===== config.mk =====
export PLATFORM = sky130hd
export DESIGN_NAME = seq_divider
export DESIGN_NICKNAME = d
export VERILOG_FILES = /design/src/rtl/rv32m_pkg.sv /design/src/rtl/seq_divider_div_step.sv /design/src/rtl/seq_divider.sv
export SDC_FILE = /design/constraint.sdc
export NUM_CORES = 1
export LEC_CHECK = 0
export BUFFER_PORTS_ARGS = -buffer_cell sky130_fd_sc_hd__buf_2
export CAP_MARGIN = 10
export CORE_AREA = 2 2 140 142
export DETAILED_ROUTE_END_ITERATION = 6
export DIE_AREA = 0 0 142 144
export MAX_ROUTING_LAYER = met4
export PLACE_DENSITY = 0.81
export SYNTH_ARGS = -nofsm -noshare
export SYNTH_HDL_FRONTEND = slang
export SYNTH_HIERARCHICAL = 1
export SYNTH_SLANG_ARGS = --single-unit

===== constraint.sdc =====
create_clock -name clk -period 3.2 [get_ports clk]
set_input_delay 0.48 -clock clk [delete_from_list [all_inputs] [get_ports clk]]
set_output_delay 0.48 -clock clk [all_outputs]
set_load 0.005 [all_outputs]

===== src/rtl/rv32m_pkg.sv =====
// Shared definitions for the RV32M multiply/divide unit: funct3 op codes,
// divider FSM states and the divide-by-zero quotient constant.
package rv32m_pkg;

    localparam logic [2:0] MD_DIV  = 3'b100;
    localparam logic [2:0] MD_DIVU = 3'b101;
    localparam logic [2:0] MD_REM  = 3'b110;
    localparam logic [2:0] MD_REMU = 3'b111;

    // Wide enough for any supported XLEN; users slice the low XLEN bits.
    localparam logic [63:0] DIV0_QUOT = 64'hFFFF_FFFF_FFFF_FFFF;

    typedef enum logic [1:0] {
        ST_IDLE = 2'b00,
        ST_CALC = 2'b01,
        ST_FIX  = 2'b10,
        ST_DONE = 2'b11
    } state_t;

endpackage


===== src/rtl/seq_divider_div_step.sv =====
// One radix-2 restoring division step: shift {rem,quo} left, subtract the
// divisor when it fits and shift the resulting quotient bit in.
module div_step #(
    parameter int XLEN = 32
) (
    input  logic [XLEN:0]   i_rem,
    input  logic [XLEN-1:0] i_quo,
    input  logic [XLEN-1:0] i_divisor,
    output logic [XLEN:0]   o_rem,
    output logic [XLEN-1:0] o_quo
);

    logic [XLEN:0] w_shifted;
    logic [XLEN:0] w_divisor_ext;

    assign w_shifted     = {i_rem[XLEN-1:0], i_quo[XLEN-1]};
    assign w_divisor_ext = {1'b0, i_divisor};

    // Restore-or-subtract decision for this bit
    always_comb begin
        o_rem = w_shifted;
        o_quo = {i_quo[XLEN-2:0], 1'b0};
        if (w_shifted >= w_divisor_ext) begin
            o_rem = w_shifted - w_divisor_ext;
            o_quo = {i_quo[XLEN-2:0], 1'b1};
        end else begin
            o_rem = w_shifted;
            o_quo = {i_quo[XLEN-2:0], 1'b0};
        end
    end

endmodule


===== src/rtl/seq_divider.sv =====
// Iterative RV32M divider: accepts one DIV/DIVU/REM/REMU request, runs XLEN
// restoring steps, applies sign correction and holds the result until taken.
module seq_divider
    import rv32m_pkg::*;
#(
    parameter int XLEN = 32
) (
    input  logic            clk,
    input  logic            reset,
    input  logic            req_valid,
    output logic            req_ready,
    input  logic [2:0]      req_op,
    input  logic [XLEN-1:0] req_a,
    input  logic [XLEN-1:0] req_b,
    input  logic            kill,
    output logic            resp_valid,
    input  logic            resp_ready,
    output logic [XLEN-1:0] resp_data,
    output logic            busy
);

    localparam int              CW       = $clog2(XLEN) + 1;
    localparam logic [CW-1:0]   CNT_ONE  = {{(CW-1){1'b0}}, 1'b1};
    localparam logic [CW-1:0]   CNT_INIT = CW'(XLEN);
    localparam logic [XLEN-1:0] W_ZERO   = {XLEN{1'b0}};
    localparam logic [XLEN-1:0] W_ONES   = {XLEN{1'b1}};
    localparam logic [XLEN-1:0] W_MIN    = {1'b1, {(XLEN-1){1'b0}}};

    state_t          r_state;
    state_t          w_state_next;
    logic [XLEN:0]   r_rem;
    logic [XLEN-1:0] r_quo;
    logic [XLEN-1:0] r_divisor;
    logic [CW-1:0]   r_count;
    logic            r_is_rem;
    logic            r_neg_q;
    logic            r_neg_r;
    logic [XLEN-1:0] r_resp_data;

    logic            w_signed, w_a_neg, w_b_neg, w_b_zero, w_ovf, w_special, w_accept;
    logic [XLEN-1:0] w_abs_a, w_abs_b, w_special_data, w_fix_data;
    logic [XLEN:0]   w_rem_next;
    logic [XLEN-1:0] w_quo_next;

    assign w_signed  = ~req_op[0];
    assign w_a_neg   = w_signed & req_a[XLEN-1];
    assign w_b_neg   = w_signed & req_b[XLEN-1];
    assign w_abs_a   = w_a_neg ? (W_ZERO - req_a) : req_a;
    assign w_abs_b   = w_b_neg ? (W_ZERO - req_b) : req_b;
    assign w_b_zero  = (req_b == W_ZERO);
    assign w_ovf     = w_signed & (req_a == W_MIN) & (req_b == W_ONES);
    assign w_special = ~req_op[2] | w_b_zero | w_ovf;
    assign w_accept  = (r_state == ST_IDLE) & req_valid & ~kill;

    assign req_ready  = (r_state == ST_IDLE);
    assign busy       = (r_state != ST_IDLE);
    assign resp_valid = (r_state == ST_DONE);
    assign resp_data  = r_resp_data;

    div_step #(.XLEN(XLEN)) u_step (
        .i_rem     (r_rem),
        .i_quo     (r_quo),
        .i_divisor (r_divisor),
        .o_rem     (w_rem_next),
        .o_quo     (w_quo_next)
    );

    // Results that bypass the iteration: illegal op, divide by zero, signed overflow
    always_comb begin
        w_special_data = W_ZERO;
        if (!req_op[2]) begin
            w_special_data = W_ZERO;
        end else if (w_b_zero) begin
            w_special_data = req_op[1] ? req_a : DIV0_QUOT[XLEN-1:0];
        end else begin
            w_special_data = req_op[1] ? W_ZERO : W_MIN;
        end
    end

    // Sign correction of the raw magnitude result
    always_comb begin
        w_fix_data = W_ZERO;
        if (r_is_rem) begin
            w_fix_data = r_neg_r ? (W_ZERO - r_rem[XLEN-1:0]) : r_rem[XLEN-1:0];
        end else begin
            w_fix_data = r_neg_q ? (W_ZERO - r_quo) : r_quo;
        end
    end

    // State register
    always_ff @(posedge clk) begin
        if (reset) begin
            r_state <= ST_IDLE;
        end else begin
            r_state <= w_state_next;
        end
    end

    // Next-state logic; kill outranks every handshake
    always_comb begin
        w_state_next = r_state;
        case (r_state)
            ST_IDLE: begin
                if (w_accept) begin
                    w_state_next = w_special ? ST_DONE : ST_CALC;
                end else begin
                    w_state_next = ST_IDLE;
                end
            end
            ST_CALC: begin
                if (kill) begin
                    w_state_next = ST_IDLE;
                end else if (r_count == CNT_ONE) begin
                    w_state_next = ST_FIX;
                end else begin
                    w_state_next = ST_CALC;
                end
            end
            ST_FIX: begin
                w_state_next = kill ? ST_IDLE : ST_DONE;
            end
            ST_DONE: begin
                if (kill || resp_ready) begin
                    w_state_next = ST_IDLE;
                end else begin
                    w_state_next = ST_DONE;
                end
            end
            default: w_state_next = ST_IDLE;
        endcase
    end

    // Operand capture, iteration and result register
    always_ff @(posedge clk) begin
        if (reset) begin
            r_rem       <= {(XLEN+1){1'b0}};
            r_quo       <= W_ZERO;
            r_divisor   <= W_ZERO;
            r_count     <= {CW{1'b0}};
            r_is_rem    <= 1'b0;
            r_neg_q     <= 1'b0;
            r_neg_r     <= 1'b0;
            r_resp_data <= W_ZERO;
        end else if (w_accept) begin
            r_rem     <= {(XLEN+1){1'b0}};
            r_quo     <= w_abs_a;
            r_divisor <= w_abs_b;
            r_count   <= CNT_INIT;
            r_is_rem  <= req_op[1];
            r_neg_q   <= w_a_neg ^ w_b_neg;
            r_neg_r   <= w_a_neg;
            if (w_special) begin
                r_resp_data <= w_special_data;
            end
        end else if (r_state == ST_CALC && !kill) begin
            r_rem   <= w_rem_next;
            r_quo   <= w_quo_next;
            r_count <= r_count - CNT_ONE;
        end else if (r_state == ST_FIX && !kill) begin
            r_resp_data <= w_fix_data;
        end
    end

endmodule


==> results.md <==
- Status: completed
- Logic gate share of total power: 0.252
- Synth Cell Area: between 0.01 and 0.015 mm2
- TritonRoute pass-1 iters: 7
- Vias in the first global route: 11200
- CP delay by family, top: compound AO/OA/AOI/OAI gates
- Clock Path Buffers: 2
- Hold_buf cts: 0
- Layout cells sized above 1: 0.151
- Multi-input logic area: around 0.0076 mm2
- Most common cell after layout, fill and taps aside: nand2_1
- Diode count: 0
- CP startpoint kind: flip-flop
- Core area: 0.0191 mm2
- Final Setup Violations: 0
- Clock share of power: 0.387
- First-pass GRT wire length: slightly below 60 mm
- Sw Share: 0.326
- CP max FO: 31
- Routed via count: around 12000
- Fmax: about 330 MHz
- Rows: 51
- Pin count of the biggest net entering global routing: 72
- Initial antenna violation count: 0
- Total GRT Usage: 0.368
- CP max stage delay: around 0.35 ns
- Hold EP: r_quo[1]
- TritonCTS Sinks: ~140
- Hpwl dp: between 20 and 30 mm
- Placed cell areas: approximately 0.012 mm2
- Worst IR drop on VDD: approximately 0.00040 V
- PwrDens: 420 mW/mm2
- Hold/Removal Path Class: in2reg
- Part of the power in registers: 0.361
- Area grow syn2layout: 12.2%
- Crit path cell chain: inv_1 -> ha_1 -> nor2b_1 -> o31a_1 -> o31ai_4 -> o221ai_2 -> a31o_1 -> a21o_1 -> a21oi_4 -> buf_12 -> mux2_2 -> nand2_1 -> a21oi_1
- Clk pin slew, worst setup/hold paths: roughly 0.060 ns
- I/O pin cnt: 107
- Die H: about 140 um
- Die area: 0.0204 mm2
- Max cap viols: 0
- NetSw: approximately 0.0017 W
- Period utilisation layout: 0.950
- Worst setup EP type: flip-flop
- Worst Hold Launch: req_a[1]
- CTS Buf Count: 17
- Nets: between 1500 and 2000
- Crit path DAT: between 3 and 4 ns
- Most frequent cells in the layout: nand2_1 (212), dfxtp_1 (139), buf_2 (106)
- H-tree depth: 4
- Register area: approximately 0.0028 mm2
- Tightest Pin Transition: between 1 and 1.5 ns
- Routed WL per cell: approximately 20 um
- Grt ovf: 0
- Mapped Cells: 1545
- DIE WIDTH: around 140 um
- IO buf count: 106
- Synthesis warning total: 6
- Initial Utilization: 0.592
- Worst Reg2Reg Path Length in Cells: 13
- Reg2reg start: r_divisor[1]
- Final instance area: roughly 0.013 mm2
- Routed Wire Length: 37.1 mm
- Hold-critical path depth: 3
- Crit path required time: approximately 3.5 ns
- Final Hold Fails: 0
- Reg2Reg Setup Slack: between 0.15 and 0.2 ns
- Crit path time final: just over 3 ns
- GP Congestion: between 1 and 1.5
- Internal power: 0.00359 W
- Synth Net Count: 1657
- Rel. slew slack: 0.303
- CTS root buf: clkbuf_16
- Gates resized, CTS repair: 0
- Syn_area_per_cell: 7.31 um2
- Slew Limit Fails: 0
- Crit Path Class: reg2reg
- Crit-path slowest cell: mux2_2
- Total power: ~0.0053 W
- Leak: around 5.0 nW
- Setup bufs post-CTS: 0
- Crit path buf inv count: 2
- Fill cell count: between 1500 and 2000
- Detail Route Antenna Nets: 0
- DR vias/cell: 6.67
- Reg2reg end: r_rem[3]
- Clk_lat worst skew: 0.44 ns
- DRC: 0
- Post-Route Skew: ~0.012 ns
- CTS tree: done
- DRT iter0 DRCs: about 1700
final cells by class:
type / count / share of cell area
clock buffer: 19 / 0.0342
clock inverter: 13 / 0.0132
inverter: 69 / 0.0204
multi-input combinational: 1195 / 0.600
sequential: 139 / 0.220
tap: 238 / 0.0235
timing repair buffer: 179 / 0.0893
metal layers:
metal,global-route usage,share of wire,vias up
met1,0.484,0.41,5792
met3,0.0642,0.099,141
met5,-,0,-
met2,0.564,0.45,757
li1,-,-,5671
met4,0.148,0.036,0
power groups by stage:
stage	logic [W]	registers [W]	clock network, W
after global placement	0.00126	0.00195	0
final	0.00134	0.00192	0.00206
after global routing	0.00146	0.00193	0.00212
after floorplan	0.000932	0.00193	0
after CTS	0.00130	0.00192	0.00206
after detailed placement	0.00129	0.00196	0
worst register-to-register path: stages (launching register included):
cell and delay, ns:
dfxtp_1 0.34, inv_1 0.05, ha_1 0.29, nor2b_1 0.15, o31a_1 0.30, o31ai_4 0.28, o221ai_2 0.15, a31o_1 0.28
a21o_1 0.21, a21oi_4 0.19, buf_12 0.20, mux2_2 0.36, nand2_1 0.06, a21oi_1 0.06
through the flow:
step	worst slack (ns)	utilization	hold WS [ns]	cells	TNS (ns)
floorplan	0.353	-	0.422	1545	0
global placement	0.283	0.632	0.435	1820	0
detailed placement	0.213	0.632	0.436	1820	0
CTS	0.188	0.664	0.355	1852	0
global route	-0.0586	0.664	0.392	1852	-0.0586
finish	0.160	0.664	0.370	1852	0
how the worst max path moves through the flow:
stage,startpoint,end,slack (ns),cells after the start
final,r_divisor[1],r_rem[3],0.16,13
after global routing,r_rem[1],r_rem[24],-0.06,12
after CTS,r_divisor[1],r_rem[3],0.19,13
after detailed placement,r_rem[1],r_rem[24],0.21,12
after global placement,req_a[22],resp_data[30],0.28,8
after floorplan,r_divisor[1],r_rem[18],0.35,13
flip-flops by register name, summed over array words and instances (netlist names):
| name | count |
|---|---|
| r_divisor | 32 |
| r_quo | 32 |
| r_rem | 32 |
| resp_data | 32 |
| r_count | 6 |
| r_state | 2 |
| r_is_rem | 1 |
| r_neg_q | 1 |
| r_neg_r | 1 |
No activity file was read; power rests on OpenSTA's default activity.
